**src/rtl/serial_to_parallel_reg.sv**
```systemverilog
// Bit-serial (LSB first) to parallel word assembler with a start-framed input,
// double-buffered valid/ready output and a sticky overrun flag for dropped words.
module serial_to_parallel_reg #(
  parameter int WIDTH = 20
) (
  input  logic             clk,
  input  logic             rst,
  input  logic             en,
  input  logic             start,
  input  logic             D,
  input  logic             out_ready,
  output logic [WIDTH-1:0] Q,
  output logic             out_valid,
  output logic             busy,
  output logic             overrun
);

  localparam int CW = (WIDTH > 1) ? $clog2(WIDTH) : 1;

  typedef enum logic {IDLE = 1'b0, SHIFT = 1'b1} state_e;

  state_e           state_q, state_d;
  logic [CW-1:0]    cnt_q, cnt_d;
  logic [WIDTH-1:0] sreg_q, sreg_d;
  logic [WIDTH-1:0] q_q, q_d;
  logic             out_valid_q, out_valid_d;
  logic             overrun_q, overrun_d;
  logic [WIDTH-1:0] word;
  logic             done;

  always_comb begin
    state_d     = state_q;
    cnt_d       = cnt_q;
    sreg_d      = sreg_q;
    q_d         = q_q;
    out_valid_d = out_valid_q;
    overrun_d   = overrun_q;
    done        = 1'b0;
    word        = {D, sreg_q[WIDTH-1:1]};

    unique case (state_q)
      IDLE: begin
        if (en && start) begin
          sreg_d  = word;
          cnt_d   = CW'(1);
          state_d = SHIFT;
        end
      end
      SHIFT: begin
        if (en) begin
          sreg_d = word;
          // A start mid-frame restarts the count; stale bits shift out naturally.
          if (start) begin
            cnt_d = CW'(1);
          end else if (cnt_q == CW'(WIDTH - 1)) begin
            cnt_d   = '0;
            state_d = IDLE;
            done    = 1'b1;
          end else begin
            cnt_d = cnt_q + CW'(1);
          end
        end
      end
      default: state_d = IDLE;
    endcase

    // Completion may overwrite Q only if the held word is free or leaving now.
    if (done) begin
      if (!out_valid_q || out_ready) begin
        q_d         = word;
        out_valid_d = 1'b1;
      end else begin
        overrun_d = 1'b1;
      end
    end else if (out_valid_q && out_ready) begin
      out_valid_d = 1'b0;
    end
  end

  always_ff @(posedge clk) begin
    if (!rst) begin
      state_q     <= IDLE;
      cnt_q       <= '0;
      sreg_q      <= '0;
      q_q         <= '0;
      out_valid_q <= 1'b0;
      overrun_q   <= 1'b0;
    end else begin
      state_q     <= state_d;
      cnt_q       <= cnt_d;
      sreg_q      <= sreg_d;
      q_q         <= q_d;
      out_valid_q <= out_valid_d;
      overrun_q   <= overrun_d;
    end
  end

  assign Q         = q_q;
  assign out_valid = out_valid_q;
  assign busy      = (state_q == SHIFT);
  assign overrun   = overrun_q;

endmodule

```
**config.mk**
```make
export PLATFORM = sky130hd
export DESIGN_NAME = serial_to_parallel_reg
export DESIGN_NICKNAME = d
export VERILOG_FILES = /design/src/rtl/serial_to_parallel_reg.sv
export SDC_FILE = /design/constraint.sdc
export NUM_CORES = 1
export LEC_CHECK = 0
export ABC_CLOCK_PERIOD_IN_PS = 2200
export CORE_MARGIN = 4
export CORE_UTILIZATION = 56
export CTS_CLUSTER_SIZE = 40
export DETAILED_ROUTE_END_ITERATION = 16
export GPL_ROUTABILITY_DRIVEN = 0
export MAX_ROUTING_LAYER = met4
export PLACE_DENSITY = 0.82
export SLEW_MARGIN = 40
export SYNTH_ARGS = -nofsm -noshare
export SYNTH_HDL_FRONTEND = slang
export SYNTH_SLANG_ARGS = --single-unit
```
**constraint.sdc**
```tcl
create_clock -name clk -period 2.2 [get_ports clk]
set_input_delay 0.55 -clock clk [delete_from_list [all_inputs] [get_ports clk]]
set_output_delay 0.55 -clock clk [all_outputs]
set_load 0.02 [all_outputs]
```
==> results of run 1 <==
worst min path at each step:
stage,start,slack (ns),end,cells past startpoint
floorplan,sreg_q[1],0.44,Q[0],2
global placement,Q[19],0.44,Q[19],2
detailed placement,Q[18],0.45,Q[18],2
CTS,Q[18],0.47,Q[18],2
global route,Q[2],0.48,Q[2],2
finish,Q[18],0.46,Q[18],2
metrics by stage:
| step | hold WS (ns) | power (uW) |
|---|---|---|
| final | 0.464 | 1560 |
| after global routing | 0.484 | 1620 |
| after CTS | 0.467 | 1570 |
| after detailed placement | 0.446 | 954 |
| after global placement | 0.441 | 952 |
| after floorplan | 0.438 | 925 |
cell type report:
type,instances,area (um2),share of cell area [%]
Sequential cell,47,941,40.3
Multi-Input combinational cell,150,885,37.9
Timing Repair Buffer,32,343,14.7
Clock inverter,3,67.6,2.90
Tap cell,44,55.1,2.36
Clock buffer,5,37.5,1.61
Inverter,1,3.75,0.161
cell usage in the layout (no fill, tap or decap), drive strengths merged:
cell type and count:
nand4 1, nor2b 2, clkinvlp 1, a22oi 1
nand2 80, buf 5, and3b 1, inv 1
xor2 2, ha 1, mux2i 21, nand3b 1
and2b 1, clkdlybuf4s50 27, nor3 1, and2 1
bufinv 2, nor2 1, o21ai 5, nand4bb 1
o21a 4, a21boi 20, nand3 5, dfxtp 47
clkbuf 5, nor4b 1
flip-flops by register name, indices dropped and copies added, names as in the netlist:
signal     flops
busy           1
Q             20
cnt_q          5
sreg_q        19
out_valid      1
overrun        1
power groups by stage:
| stage | Clock, uW | Combinational (uW) | Sequential, uW |
|---|---|---|---|
| 2_1_floorplan | 0 | 45.3 | 879 |
| 3_5_place_dp | 0 | 74.9 | 879 |
| 3_3_place_gp | 0 | 73.7 | 878 |
| 4_1_cts | 639 | 75.3 | 860 |
| 5_1_grt | 680 | 82.1 | 861 |
| 6_report | 627 | 75.2 | 860 |
metal layers:
layer  GRT usage (%)  share of wire, %  vias to the layer above
met3            4.59               4.6                        7
met4            10.9               2.0                        0
li1                -                 -                      748
met2            32.5                52                       38
met5               -                 0                        -
met1            22.1                42                      658
cells by family after synthesis:
kind of cell    Yosys count  share of synthesized area [%]
simple gates             96                           22.7
buf+inv                  15                           4.08
mux                      21                           11.0
compound gates           30                           11.2
flops                    47                           49.4
xor+xnor                  2                          0.921
fa+ha+maj                 1                          0.657
==> metrics, run 1 <==
Avg Vias per Cell 5.15; Critical path origin busy; Hold Vio Cnt, Final 0; Area Overhead vs Synth 22.6%; number of diodes 0; CTS tree built; Non-Filler Instances 282; Post-synth EDFFs 0; Post-DP Area 2230 um2; Worst Tran Pin Value 0.514 ns; Worst R2R End Q[12]; YS warnings 0; synth cell count leaders 80 x nand2_1, 47 x dfxtp_1, 21 x mux2i_1; die height 66.3 um; setup ws final 0.232 ns; Power per Cell Area 670 nW/um2; CTS Buffer Depth 2; Final Instance Area 2330 um2; final core occ 74.0%; post-DP HPWL 2.39 mm; Sw Pwr 323 uW; final worst path period share 89.4%; Max-Cap Viols 0; RSZ-0062 raised after global routing false; Port Buf Inserts 28; CTS buffer count 5; Setup Buffers After CTS 0; delay-heaviest family, CP buffers and inverters; First-pass DRT Iterations 4; first-pass GRT wire length 6.34 mm; Min-Delay Path Class reg -> reg; Post-Place Setup Slack 0.150 ns; worst skew pair latency 0.37 ns; buffer and inverter count on the worst path 1; critical path depth in cells 1; top-count cell post-synth nand2_1; Synth cell types 26; sequential power share 55.0%; DIE AREA 4400 um2; Post-synth top flop dfxtp_1; clk slew on worst S/H paths 0.14 ns; Congestion Overflow GR 0; Worst Path Max Fanout 6; total vias in the final route 1451; critical setup path kind reg -> out; Critical Path, Cell by Cell clkdlybuf4s50_1; Data arrival, critical path 1.42 ns; Worst Setup End Kind primary output; Mapped Nets 219; post-route ant nets 0; Critical R2R Launch cnt_q[0]; CP Launch Type flop; top post-synthesis cells by area dfxtp_1 49%, nand2_1 16%, mux2i_1 11%; top-area cell type share of the netlist area 49.4%; Resize count post-CTS 0; fin crit period 1.97 ns; Sw Share 20.7%; relative slew slack 65.7%; clock network power share 40.1%; core footprint 3150 um2; Final TNS setup 0 ns; crit path capture busy; GR Util All Layers 19.8%; Post-Place Cells 274; layout cells sized above 1 6.72%; per-cell routed wire length 12.7 um; Max Fclk 508 MHz; fillers 249; final wirelength 3.57 mm; Initial DRC Count 96; chip width 66.3 um; number of remaining DRC errors 0; Critical Path Max Stage Delay 0.63 ns; NumNets Final 244; P_leak 0.000742 uW; largest net degree at the start of global routing 38; Num Clock Sinks 47; Hold Buf Count CTS 0; number of global-route vias before repair 1398; Int Pwr 1240 uW; Slew Limit Fails 0; Mapped Cells 212; Comb pwr share 4.8%; Yosys top cell by area dfxtp_1; cells on worst reg2reg path 5; Initial Util 60.4%; slowest CP cell clkdlybuf4s50_1; Avg Cell Area, Syn 8.98 um2; status finished, final reports clean; I/O pins 29; FFs w/ async S/R, synth 0%; FP Rows 20; R2R setup slack 0.61 ns; Layout Skew 0.0111 ns; WP data required 1.65 ns; Seq/Total Area, Yosys 49.4%; Post-Syn Area 1900 um2; Final setup viols 0; maximum VDD drop 0.426 mV; initial antenna violation count 0; Root Driver clkbuf_4; Synth Register Bits 47; CTS H-tree lvls 2
Power figures use the tool's default switching activity.
==> run 2, diff against run 1 <==
--- a/config.mk
+++ b/config.mk
@@ -7,12 +7,13 @@
 export LEC_CHECK = 0
 export ABC_CLOCK_PERIOD_IN_PS = 2200
 export CORE_MARGIN = 4
-export CORE_UTILIZATION = 56
+export CORE_UTILIZATION = 59
+export CTS_BUF_LIST = sky130_fd_sc_hd__clkbuf_2
 export CTS_CLUSTER_SIZE = 40
 export DETAILED_ROUTE_END_ITERATION = 16
 export GPL_ROUTABILITY_DRIVEN = 0
 export MAX_ROUTING_LAYER = met4
-export PLACE_DENSITY = 0.82
+export PLACE_DENSITY = 0.86
 export SLEW_MARGIN = 40
 export SYNTH_ARGS = -nofsm -noshare
 export SYNTH_HDL_FRONTEND = slang
==> run 2 against run 1 <==
Net effect: first-iteration DRC count down 14%; via count is 1.2% lower; largest power group unchanged; critical path depth did not move; routed wire length fell by 11%; critical path type unchanged; non-clock buffer count increased by 1; clock skew grew 0.0024 ns; design area decreased by 3.0%; hold slack better by 0.0034 ns; fmax fell by 4.0%; power is 19% lower.
==> metrics, run 2 (same netlist as run 1, synthesis figures left out) <==
status finished, final reports clean; Final TNS setup 0 ns (unchanged); delay-heaviest family, CP buffers and inverters; Hold Vio Cnt, Final 0 (unchanged); slowest CP cell clkdlybuf4s50_1; commonest non-fill, non-tap cells in the layout 80 x nand2_1, 47 x dfxtp_1, 27 x clkdlybuf4s50_1; initial antenna violation count 0 (unchanged); P_leak 0.000727 uW (-2.0%); core footprint 3080 um2 (-2.4%); Congestion Overflow GR 0 (unchanged); buffer and inverter count on the worst path 1 (unchanged); Num Clock Sinks 47 (unchanged); relative slew slack 78.7% (+13 points); Worst Path Max Fanout 6 (unchanged); Resize count post-CTS 0 (unchanged); Critical Path, Cell by Cell clkdlybuf4s50_1; CTS buffer count 5 (unchanged); Slew Limit Fails 0 (unchanged); CTS H-tree lvls 2 (unchanged); final wirelength 3.20 mm (-11%); I/O pins 29 (unchanged); Max-Cap Viols 0 (unchanged); CP Launch Type flop; DIE AREA 4200 um2 (-4.5%); number of global-route vias before repair 1342 (-4.0%); max reg flops 20 (unchanged); total vias in the final route 1433 (-1.2%); Hold Buf Count CTS 0 (unchanged); Final Instance Area 2260 um2 (-3.0%); per-cell routed wire length 11.3 um (-11%); NumNets Final 245 (+0.41%); Initial DRC Count 83 (-14%); Post-DP Area 2220 um2 (-0.22%); first-pass GRT wire length 5.60 mm (-12%); die height 64.8 um (-2.3%); Worst Tran Pin Value 0.315 ns (-0.199 ns); worst hold slack 0.468 ns (+0.00342 ns); Port Buf Inserts 28 (unchanged); number of diodes 0 (unchanged); Power per Cell Area 562 nW/um2 (-16%); Layout Skew 0.0134 ns (+0.00235 ns); chip width 64.8 um (-2.3%); worst skew pair latency 0.42 ns (+0.05 ns); largest net degree at the start of global routing 70 (+84%); Worst Setup End Kind primary output; Area Overhead vs Synth 18.9%; post-route ant nets 0 (unchanged); Root Driver clkbuf_2; Final setup viols 0 (unchanged); Initial Util 61.8% (+1.5 points); Avg Vias per Cell 5.06 (-1.6%); fin crit period 2.05 ns (+0.0811 ns); clk slew on worst S/H paths 0.21 ns (+0.07 ns); Critical Path Max Stage Delay 0.64 ns (about the same); CTS Buffer Depth 2 (unchanged); post-DP HPWL 2.07 mm (-13%); Min-Delay Path Class reg -> reg; commonest non-fill, non-tap cell in the layout nand2_1; FP Rows 20 (unchanged); number of remaining DRC errors 0 (unchanged); layout cells sized above 1 7.11% (+0.39 points); final worst path period share 93.1% (+3.7 points); CTS tree built; Data arrival, critical path 1.50 ns (+0.08 ns); maximum VDD drop 0.403 mV (-5.4%); First-pass DRT Iterations 5 (+1); GR Util All Layers 17.6% (-2.2 points); WP data required 1.65 ns (about the same); Setup Buffers After CTS 0 (unchanged); critical setup path kind reg -> out; Max Fclk 488 MHz (-4.0%); RSZ-0062 raised after global routing false
[run 2: per-layer routing]
layer	global-route usage, %	part of all wire, %	vias to the layer above
met4	7.12	1.5	0
met5	-	0	-
met1	19.9	46	641
li1	-	-	744
met3	5.89	5.3	6
met2	28.5	47	42
[run 2: path summary, 6_finish.rpt]
check / startpoint / to / slack (ns) / depth (start not counted)
worst min register to register: Q[18] / Q[18] / 0.47 / 2
worst min-delay path: Q[18] / Q[18] / 0.47 / 2
worst max register to register: cnt_q[0] / Q[0] / 0.58 / 5
worst max-delay path: busy / busy / 0.15 / 1
[run 2: power by group]
part           internal (uW)  switching, uW  leakage (uW)
clock network           73.0            262     0.0000325
registers                858           4.43      0.000379
logic                   30.9           43.8      0.000316
total                    962            310      0.000727
[run 2: metrics by stage]
| step | total power, uW | util [%] | std cells | worst slack [ns] |
|---|---|---|---|---|
| global route | 1330 | 73.5 | 283 | 0.0593 |
| CTS | 1280 | 73.5 | 283 | 0.139 |
| detailed placement | 953 | 72.2 | 275 | 0.161 |
| floorplan | 925 | - | 212 | 0.823 |
| finish | 1270 | 73.5 | 283 | 0.151 |
| global placement | 953 | 72.2 | 275 | 0.228 |
[run 2: cell type report]
| class | count | area (um2) |
|---|---|---|
| Multi-Input combinational cell | 150 | 885 |
| Sequential cell | 47 | 941 |
| Tap cell | 44 | 55.1 |
| Inverter | 1 | 3.75 |
| Clock inverter | 3 | 15.0 |
| Clock buffer | 5 | 25.0 |
| Timing Repair Buffer | 33 | 338 |
| Fill cell | 233 | 816 |
